[config.mk]
export PLATFORM = sky130hd
export DESIGN_NAME = seq_det_scheduler
export DESIGN_NICKNAME = d
export VERILOG_FILES = /design/src/rtl/seq_det_scheduler.sv
export SDC_FILE = /design/constraint.sdc
export NUM_CORES = 1
export LEC_CHECK = 0
export CAP_MARGIN = 20
export CELL_PAD_IN_SITES_DETAIL_PLACEMENT = 2
export CELL_PAD_IN_SITES_GLOBAL_PLACEMENT = 2
export CORE_MARGIN = 2
export CORE_UTILIZATION = 27
export DETAILED_ROUTE_END_ITERATION = 7
export GPL_TIMING_DRIVEN = 0
export PLACE_DENSITY_LB_ADDON = 0.3
export SYNTH_ARGS = -nofsm -noshare
export SYNTH_HDL_FRONTEND = slang
export SYNTH_SLANG_ARGS = --single-unit
export TNS_END_PERCENT = 100
[constraint.sdc]
create_clock -name clk -period 3.3 [get_ports clk]
set_clock_uncertainty 0.15 [all_clocks]
set_input_delay 0.495 -clock clk [delete_from_list [all_inputs] [get_ports clk]]
set_output_delay 0.495 -clock clk [all_outputs]
set_load 0.02 [all_outputs]
[src/rtl/seq_det_scheduler.sv]
// seq_det_scheduler: a round-robin arbiter that shares one programmable
// bit-serial pattern detector among NREQ requesters. The granted word is
// shifted MSB-first through the detector. Overlapping matches are counted,
// and the count is returned on a valid/ready response channel.
//
// Handshake semantics: a request transfers on a rising edge where
// req_valid[k] && req_ready[k]. A response transfers on a rising edge where
// rsp_valid && rsp_ready. Once rsp_valid is raised, it and rsp_id/rsp_count/
// rsp_hit hold until that edge. busy exposes the FSM (state != IDLE).
module seq_det_scheduler #(
   parameter int NREQ   = 4,
   parameter int DATA_W = 16,
   parameter int PAT_W  = 4,
   parameter int CNT_W  = 5,
   localparam int ID_W  = $clog2(NREQ),
   localparam int LEN_W = $clog2(PAT_W) + 1
) (
   input  logic                   clk,
   input  logic                   rst,
   input  logic                   cfg_we,
   input  logic [PAT_W-1:0]       cfg_pattern,
   input  logic [LEN_W-1:0]       cfg_len,
   output logic                   cfg_err,
   input  logic [NREQ-1:0]        req_valid,
   input  logic [NREQ*DATA_W-1:0] req_data,
   output logic [NREQ-1:0]        req_ready,
   output logic                   rsp_valid,
   input  logic                   rsp_ready,
   output logic [ID_W-1:0]        rsp_id,
   output logic [CNT_W-1:0]       rsp_count,
   output logic                   rsp_hit,
   output logic                   busy,
   output logic                   det_bit,
   output logic                   det_match
);

   localparam int BC_W = $clog2(DATA_W + 1);

   typedef enum logic [1:0] {
      IDLE  = 2'd0,
      SHIFT = 2'd1,
      RESP  = 2'd2
   } state_t;

   state_t            state;
   logic [ID_W-1:0]   rr_ptr;
   logic [ID_W-1:0]   job_id;
   logic [ID_W-1:0]   winner;
   logic              found;
   logic [DATA_W-1:0] shreg;
   logic [PAT_W-2:0]  hist;        // previous PAT_W-1 bits; newest bit completes the window
   logic [PAT_W-1:0]  hist_next;
   logic [PAT_W-1:0]  pattern;
   logic [PAT_W-1:0]  len_mask;
   logic [LEN_W-1:0]  len;
   logic [LEN_W-1:0]  seen;        // bits seen before this one, saturating at PAT_W
   logic [LEN_W-1:0]  cfg_len_sat;
   logic [BC_W-1:0]   bitcnt;
   logic [CNT_W-1:0]  count;

   // Round-robin search: first valid requester at or above rr_ptr, with wrap.
   always_comb begin : arb
      int idx;
      idx    = 0;
      found  = 1'b0;
      winner = '0;
      for (int i = 0; i < NREQ; i++) begin
         idx = int'(rr_ptr) + i;
         if (idx >= NREQ) idx = idx - NREQ;
         if (!found && req_valid[idx]) begin
            found  = 1'b1;
            winner = ID_W'(idx);
         end
      end
   end

   // Grant is combinational and only offered while idle.
   always_comb begin
      req_ready = '0;
      if (state == IDLE && found) req_ready = NREQ'(1) << winner;
   end

   // Detector datapath: window compare over the active pattern length.
   always_comb begin
      hist_next = {hist, shreg[DATA_W-1]};
      for (int i = 0; i < PAT_W; i++) len_mask[i] = (i < int'(len));
      det_bit   = (state == SHIFT) ? shreg[DATA_W-1] : 1'b0;
      det_match = (state == SHIFT) && (len != '0) &&
                  (int'(seen) + 1 >= int'(len)) &&
                  (((hist_next ^ pattern) & len_mask) == '0);
      cfg_len_sat = (int'(cfg_len) > PAT_W) ? LEN_W'(PAT_W) : cfg_len;
      busy        = (state != IDLE);
   end

   // Control FSM, configuration registers and registered response outputs.
   always_ff @(posedge clk) begin
      if (rst) begin
         state     <= IDLE;
         rr_ptr    <= '0;
         job_id    <= '0;
         pattern   <= '0;
         len       <= '0;
         shreg     <= '0;
         hist      <= '0;
         seen      <= '0;
         bitcnt    <= '0;
         count     <= '0;
         cfg_err   <= 1'b0;
         rsp_valid <= 1'b0;
         rsp_id    <= '0;
         rsp_count <= '0;
         rsp_hit   <= 1'b0;
      end else begin
         // A config write is only safe in an idle cycle that does not start a job.
         cfg_err <= 1'b0;
         if (cfg_we) begin
            if (state == IDLE && !found) begin
               pattern <= cfg_pattern;
               len     <= cfg_len_sat;
            end else begin
               cfg_err <= 1'b1;
            end
         end

         case (state)
            IDLE: begin
               if (found) begin
                  shreg  <= req_data[winner*DATA_W +: DATA_W];
                  job_id <= winner;
                  hist   <= '0;
                  seen   <= '0;
                  count  <= '0;
                  bitcnt <= BC_W'(DATA_W);
                  rr_ptr <= (winner == ID_W'(NREQ - 1)) ? '0 : winner + 1'b1;
                  state  <= SHIFT;
               end
            end
            SHIFT: begin
               shreg  <= shreg << 1;
               hist   <= hist_next[PAT_W-2:0];
               bitcnt <= bitcnt - 1'b1;
               if (seen != LEN_W'(PAT_W)) seen <= seen + 1'b1;
               if (det_match) count <= count + 1'b1;
               if (bitcnt == BC_W'(1)) begin
                  state     <= RESP;
                  rsp_valid <= 1'b1;
                  rsp_id    <= job_id;
                  rsp_count <= count + CNT_W'(det_match);
                  rsp_hit   <= (count != '0) || det_match;
               end
            end
            RESP: begin
               if (rsp_ready) begin
                  rsp_valid <= 1'b0;
                  state     <= IDLE;
               end
            end
            default: state <= IDLE;
         endcase
      end
   end

endmodule

; Word-level counts from Yosys, hierarchy flattened
; Index checks and enable logic that the tools add are counted.
[totals]
register_bits = 55
output_inout_bits = 17
[op_classes]
n_eq_ne = 10
bitwise = 3
mux = 47
n_shift = 2
n_reduce_logical = 29
addsub = 13
order_cmp = 14
[ops]
columns = op, n
row1 = 32-bit by 4-bit < comparator with 1-bit output (second input constant), 4
row2 = 32-bit 2-to-1 mux, 4
row3 = 64-bit by 7-bit indexed part select with 16-bit output, 1
row4 = 16-bit case mux with 2 select lines, 1
row5 = 5-bit case mux with 2 select lines, 2
row6 = 1-bit 2-to-1 mux, 16
row7 = 16-bit 2-to-1 mux, 1
row8 = 2-bit 2-to-1 mux, 8
row9 = 5-bit 2-to-1 mux, 3
row10 = 3-bit case mux with 2 select lines, 2
row11 = 3-bit AND reduction, 4
row12 = 3-bit by 3-bit subtractor with 4-bit output (second input constant), 3
row13 = 3-bit >= comparator (second input constant), 3
row14 = 3-bit 2-to-1 mux, 3
row15 = 1-bit binary-select mux with 2-bit select, 4
row16 = 1-bit logical AND, 8
row17 = 2-bit AND reduction, 4
row18 = 2-bit by 2-bit adder with 3-bit output (second input constant), 2
row19 = 1-bit by 3-bit < comparator with 1-bit output (first input constant), 2
row20 = 2-bit by 3-bit < comparator with 1-bit output (first input constant), 2
row21 = 2-bit != test (second input constant), 3
row22 = 2-bit case mux with 3 select lines, 1
row23 = 2-bit nonzero test, 3
row24 = 5-bit by 1-bit adder with 5-bit output, 1
row25 = other kinds (28), 33

; Longest topological paths before layout
[logic_depth]
ltp_word = 18
ltp_mapped = 13
mapped_depth_nobuf = 13

; Worst setup path before layout
; No wires, ideal clock.
[synth_path]
path_type = register to register
from = register seen[0]
to = register rsp_count[4]
path_slack_ps = 293
path_stages_with_launch = 14
t_arrival_ps = 2771
cell_sequence = dfxtp_1 inv_1 ha_1 ha_1 o21ai_0 o21ai_0 o2111ai_1 or2_2 inv_1 ha_1 ha_1 nand3_1 xor2_1 a211oi_1
[synth_between]
elab_chain_len = 5
[synth_lines]
columns = item, line_no
row1 = start: declaration, 56  ; logic [LEN_W-1:0] seen;
row2 = start signal: assignment, 142  ; if (seen != LEN_W'(PAT_W)) seen <= seen + 1'b1;
row3 = 3-bit by 1-bit adder with 4-bit output, 89  ; (int'(seen) + 1 >= int'(len)) &&
row4 = 4-bit by 3-bit >= comparator with 1-bit output, 89
row5 = 1-bit logical AND, 88  ; det_match = (state == SHIFT) && (len != '0) &&
row6 = 1-bit logical AND, 89
row7 = via det_match, 34  ; output logic det_match
row8 = 5-bit by 1-bit adder with 5-bit output, 148  ; rsp_count <= count + CNT_W'(det_match);
row9 = end signal: assignment, 148
row10 = end: declaration, 30  ; output logic [CNT_W-1:0] rsp_count,
; The timed path passes the listed nets, and every way through them passes these cells.
; A chain may end at the register's enable or synchronous reset.

; Final worst setup path
[layout_path]
from = register seen[0]
to = output det_match
[layout_between]
elab_chain_len = 4
[layout_lines]
columns = item, line_no
row1 = 3-bit by 1-bit adder with 4-bit output, 89
row2 = 4-bit by 3-bit >= comparator with 1-bit output, 89
row3 = 1-bit logical AND, 88
row4 = 1-bit logical AND, 89
row5 = end: declaration, 34
; Every way passes these cells.

==> impl_metrics.yaml <==
logic_synthesis:
  avgSynthCellArea_um2: 8.37
  netlist_instances: 401
  yosysSeqAreaShare_pct: 32.8
  ys.flop_type: "dfxtp_1"
  synth_edf_count: 0
  ys_ff_latch: 55
  synth.cell_area_um2: 3360
  ys_warn_count: 0
  ys_types: 59
  async_reset_ff_share_pct: 0
  syn_nets: 495
floorplanning:
  start_util_pct: 27.8
  io_pins: 96
  coreArea_um2: 12100
  chipHeight_um: 115
  dieArea_um2: 13300
  rows: 40
  die_w_um: 115
clocking:
  cts_tree: "built"
  clock_path_buffers: 2
  cts_buffers: 5
  clkTransAtPathRegs_ns: 0.08
  ctsHoldBuffers: 0
  clockRootBuffer: "clkbuf_16"
  htreeDepth: 2
  clock-sinks: 55
  clk_latency_ns: 0.30
finish:
  fin_cells: 672
  fillers: 1363
  area_growth_pct: 40.9
  layout.nets: 597
  layout-drive-gt1-share_pct: 8.73
  antenna_cells: 0
  final_area_um2: 4730
sta:
  rsz0062_at_grt: "no"
  fmax_ghz: 0.317
  maxSlewViolCount: 0
  hold_viol: 0
  fin_hold_ws_ns: 0.316
  max_slew_margin_pct: 49.3
  setup_ws_ns: 0.148
  tightest_slew_ns: 0.760
  setup_tns_ns: 0
  final.period_utilization_pct: 95.5
  final-setup-viol-count: 0
  fin_crit_ns: 3.15
placement:
  dp_cells: 663
  port_buffers: 94
  postPlaceCellArea_um2: 4510
  dp_slack_ns: -0.847
  post-dp-hpwl_um: 9580
  gp_congestion: 0.756
power:
  vdd_drop_max_uv: 184
  p_leak_uw: 0.00185
  clock_power_share_pct: 30.0
  p_seq_share_pct: 36.7
  p_comb_share_pct: 33.3
  p_per_area_nw_per_um2: 448
  switching_power_uw: 674
  netSwitchingFraction_pct: 31.8
  intPower_uw: 1440
grt:
  grt_pass1_vias: 3835
  gr-total-overflow: 0
  grt_first_pass_wirelength_um: 19700
  grt_use_total_pct: 18.7
  antenna_found_initial: 0
  grt_max_degree: 18
drt:
  highest_layer: "met4"
  vias_per_cell: 5.08
  ant_nets: 0
  drt_iter0_drc: 126
  routedWlPerCell_um: 18.1
  vias: 3413
  wl_met3_um: 394
  met1Wirelength_um: 5490
  routed_wl_um: 12200
  drt_first_pass_iters: 4
  met2WireLength_um: 6240
  drcViolationCount: 0
setup_path:
  critical_path_required_ns: 2.65
  critPathKind: "reg -> out"
  worstSetupEndpointType: "primary output"
  arrival_ns: 2.51
  startpoint_type: "register"
  critical_path_peak_fanout: 5
status:
  status: "complete, no violations"
run:
  max-cap-violations: 0
min_path:
  hp-class: "reg -> reg"
cells in the final DEF (no fill, tap or decap), types with 5 or more instances in the layout:
cell type,count
a211oi_1,5
a21boi_0,9
a21o_1,5
a21oi_1,24
a221oi_1,7
a2bb2oi_1,10
and2_0,7
and3_1,13
clkbuf_1,15
clkbuf_16,5
clkdlybuf4s50_1,87
dfxtp_1,55
ha_1,15
inv_1,13
mux2i_1,26
nand2_1,34
nand2b_1,5
nand3_1,16
nor2_1,35
nor3_1,5
o21ai_0,5
o221ai_1,5
o31ai_1,12
xor2_1,6
power by group through the flow:
stage / Sequential (uW) / Combinational, uW / Clock (uW)
after global placement: 787 / 668 / 0
after detailed placement: 790 / 693 / 0
after floorplan: 779 / 421 / 0
after CTS: 777 / 714 / 647
final: 777 / 704 / 635
after global routing: 786 / 780 / 673
layout make-up:
cell class                      count  area, um^2  share of cell area (%)
Clock buffer                        6         139                    2.94
Inverter                           14        55.1                    1.16
Buffer                             28         158                    3.33
Tap cell                          168         210                    4.45
Clock inverter                      2        35.0                   0.741
Sequential cell                    55        1100                    23.3
Multi-Input combinational cell    303        2090                    44.2
Timing Repair Buffer               96         942                    19.9
stage by stage:
step	power (uW)	util, %
after floorplan	1200	-
final	2120	39.2
after CTS	2140	39.2
after global routing	2240	39.2
after global placement	1460	37.4
after detailed placement	1480	37.4
synth_stat cells (6+ instances only):
master | number | area (um^2)
a21boi_0 | 9 | 67.6
a21oi_1 | 24 | 120
a221oi_1 | 8 | 70.1
a2bb2oi_1 | 10 | 87.6
and2_0 | 7 | 43.8
and3_1 | 13 | 81.3
buf_2 | 6 | 30.0
clkbuf_1 | 17 | 63.8
dfxtp_1 | 55 | 1100
ha_1 | 15 | 188
inv_1 | 13 | 48.8
mux2i_1 | 26 | 260
nand2_1 | 34 | 128
nand3_1 | 16 | 80.1
nor2_1 | 35 | 131
o21ai_0 | 6 | 30.0
o31ai_1 | 12 | 90.1
xor2_1 | 6 | 52.6
cells by family after synthesis:
logic type | count (synthesis) | synth area share [%]
compound gates | 104 | 22.8
flops | 55 | 32.8
fa+ha+maj | 15 | 5.59
mux | 26 | 7.76
xor+xnor | 8 | 2.09
buf+inv | 43 | 5.82
simple gates | 150 | 23.2
repair_timing:
| action | 4_1_cts | 5_1_grt |
|---|---|---|
| gates resized for setup | 19 | 11 |
| gates cloned | 0 | 0 |
| setup endpoints to repair | 6 | 6 |
| buffers inserted | 2 | 0 |
| pin swaps | 2 | 0 |
critical path, stage by stage (launching register included):
cell             delay, ns
dfxtp_1               0.40
inv_1                 0.10
ha_1                  0.32
ha_1                  0.28
o21ai_0               0.07
o21ai_1               0.19
o2111ai_2             0.18
or2_4                 0.33
inv_1                 0.09
clkdlybuf4s15_2       0.26
state kept, by name (all words and copies together) (netlist names):
register	cells
bitcnt	5
cfg_err	1
count	5
hist	3
job_id	2
len	3
pattern	4
rr_ptr	2
rsp_count	5
rsp_hit	1
rsp_id	2
rsp_valid	1
seen	3
shreg	16
state	2
path summary, 6_finish.rpt:
check / startpoint / to / slack (ns) / cells past startpoint
setup / recovery: seen[0] / det_match / 0.15 / 9
hold / removal: job_id[1] / job_id[1] / 0.32 / 2
setup reg to reg: seen[0] / rsp_count[4] / 0.24 / 13
hold reg to reg: job_id[1] / job_id[1] / 0.32 / 2
layer usage:
layer,up-vias,track usage (%)
met4,0,3.05
met3,8,3.14
met2,50,33.5
met5,-,0
met1,1698,24.1
li1,1657,-
No activity file was read; power rests on OpenSTA's default activity.
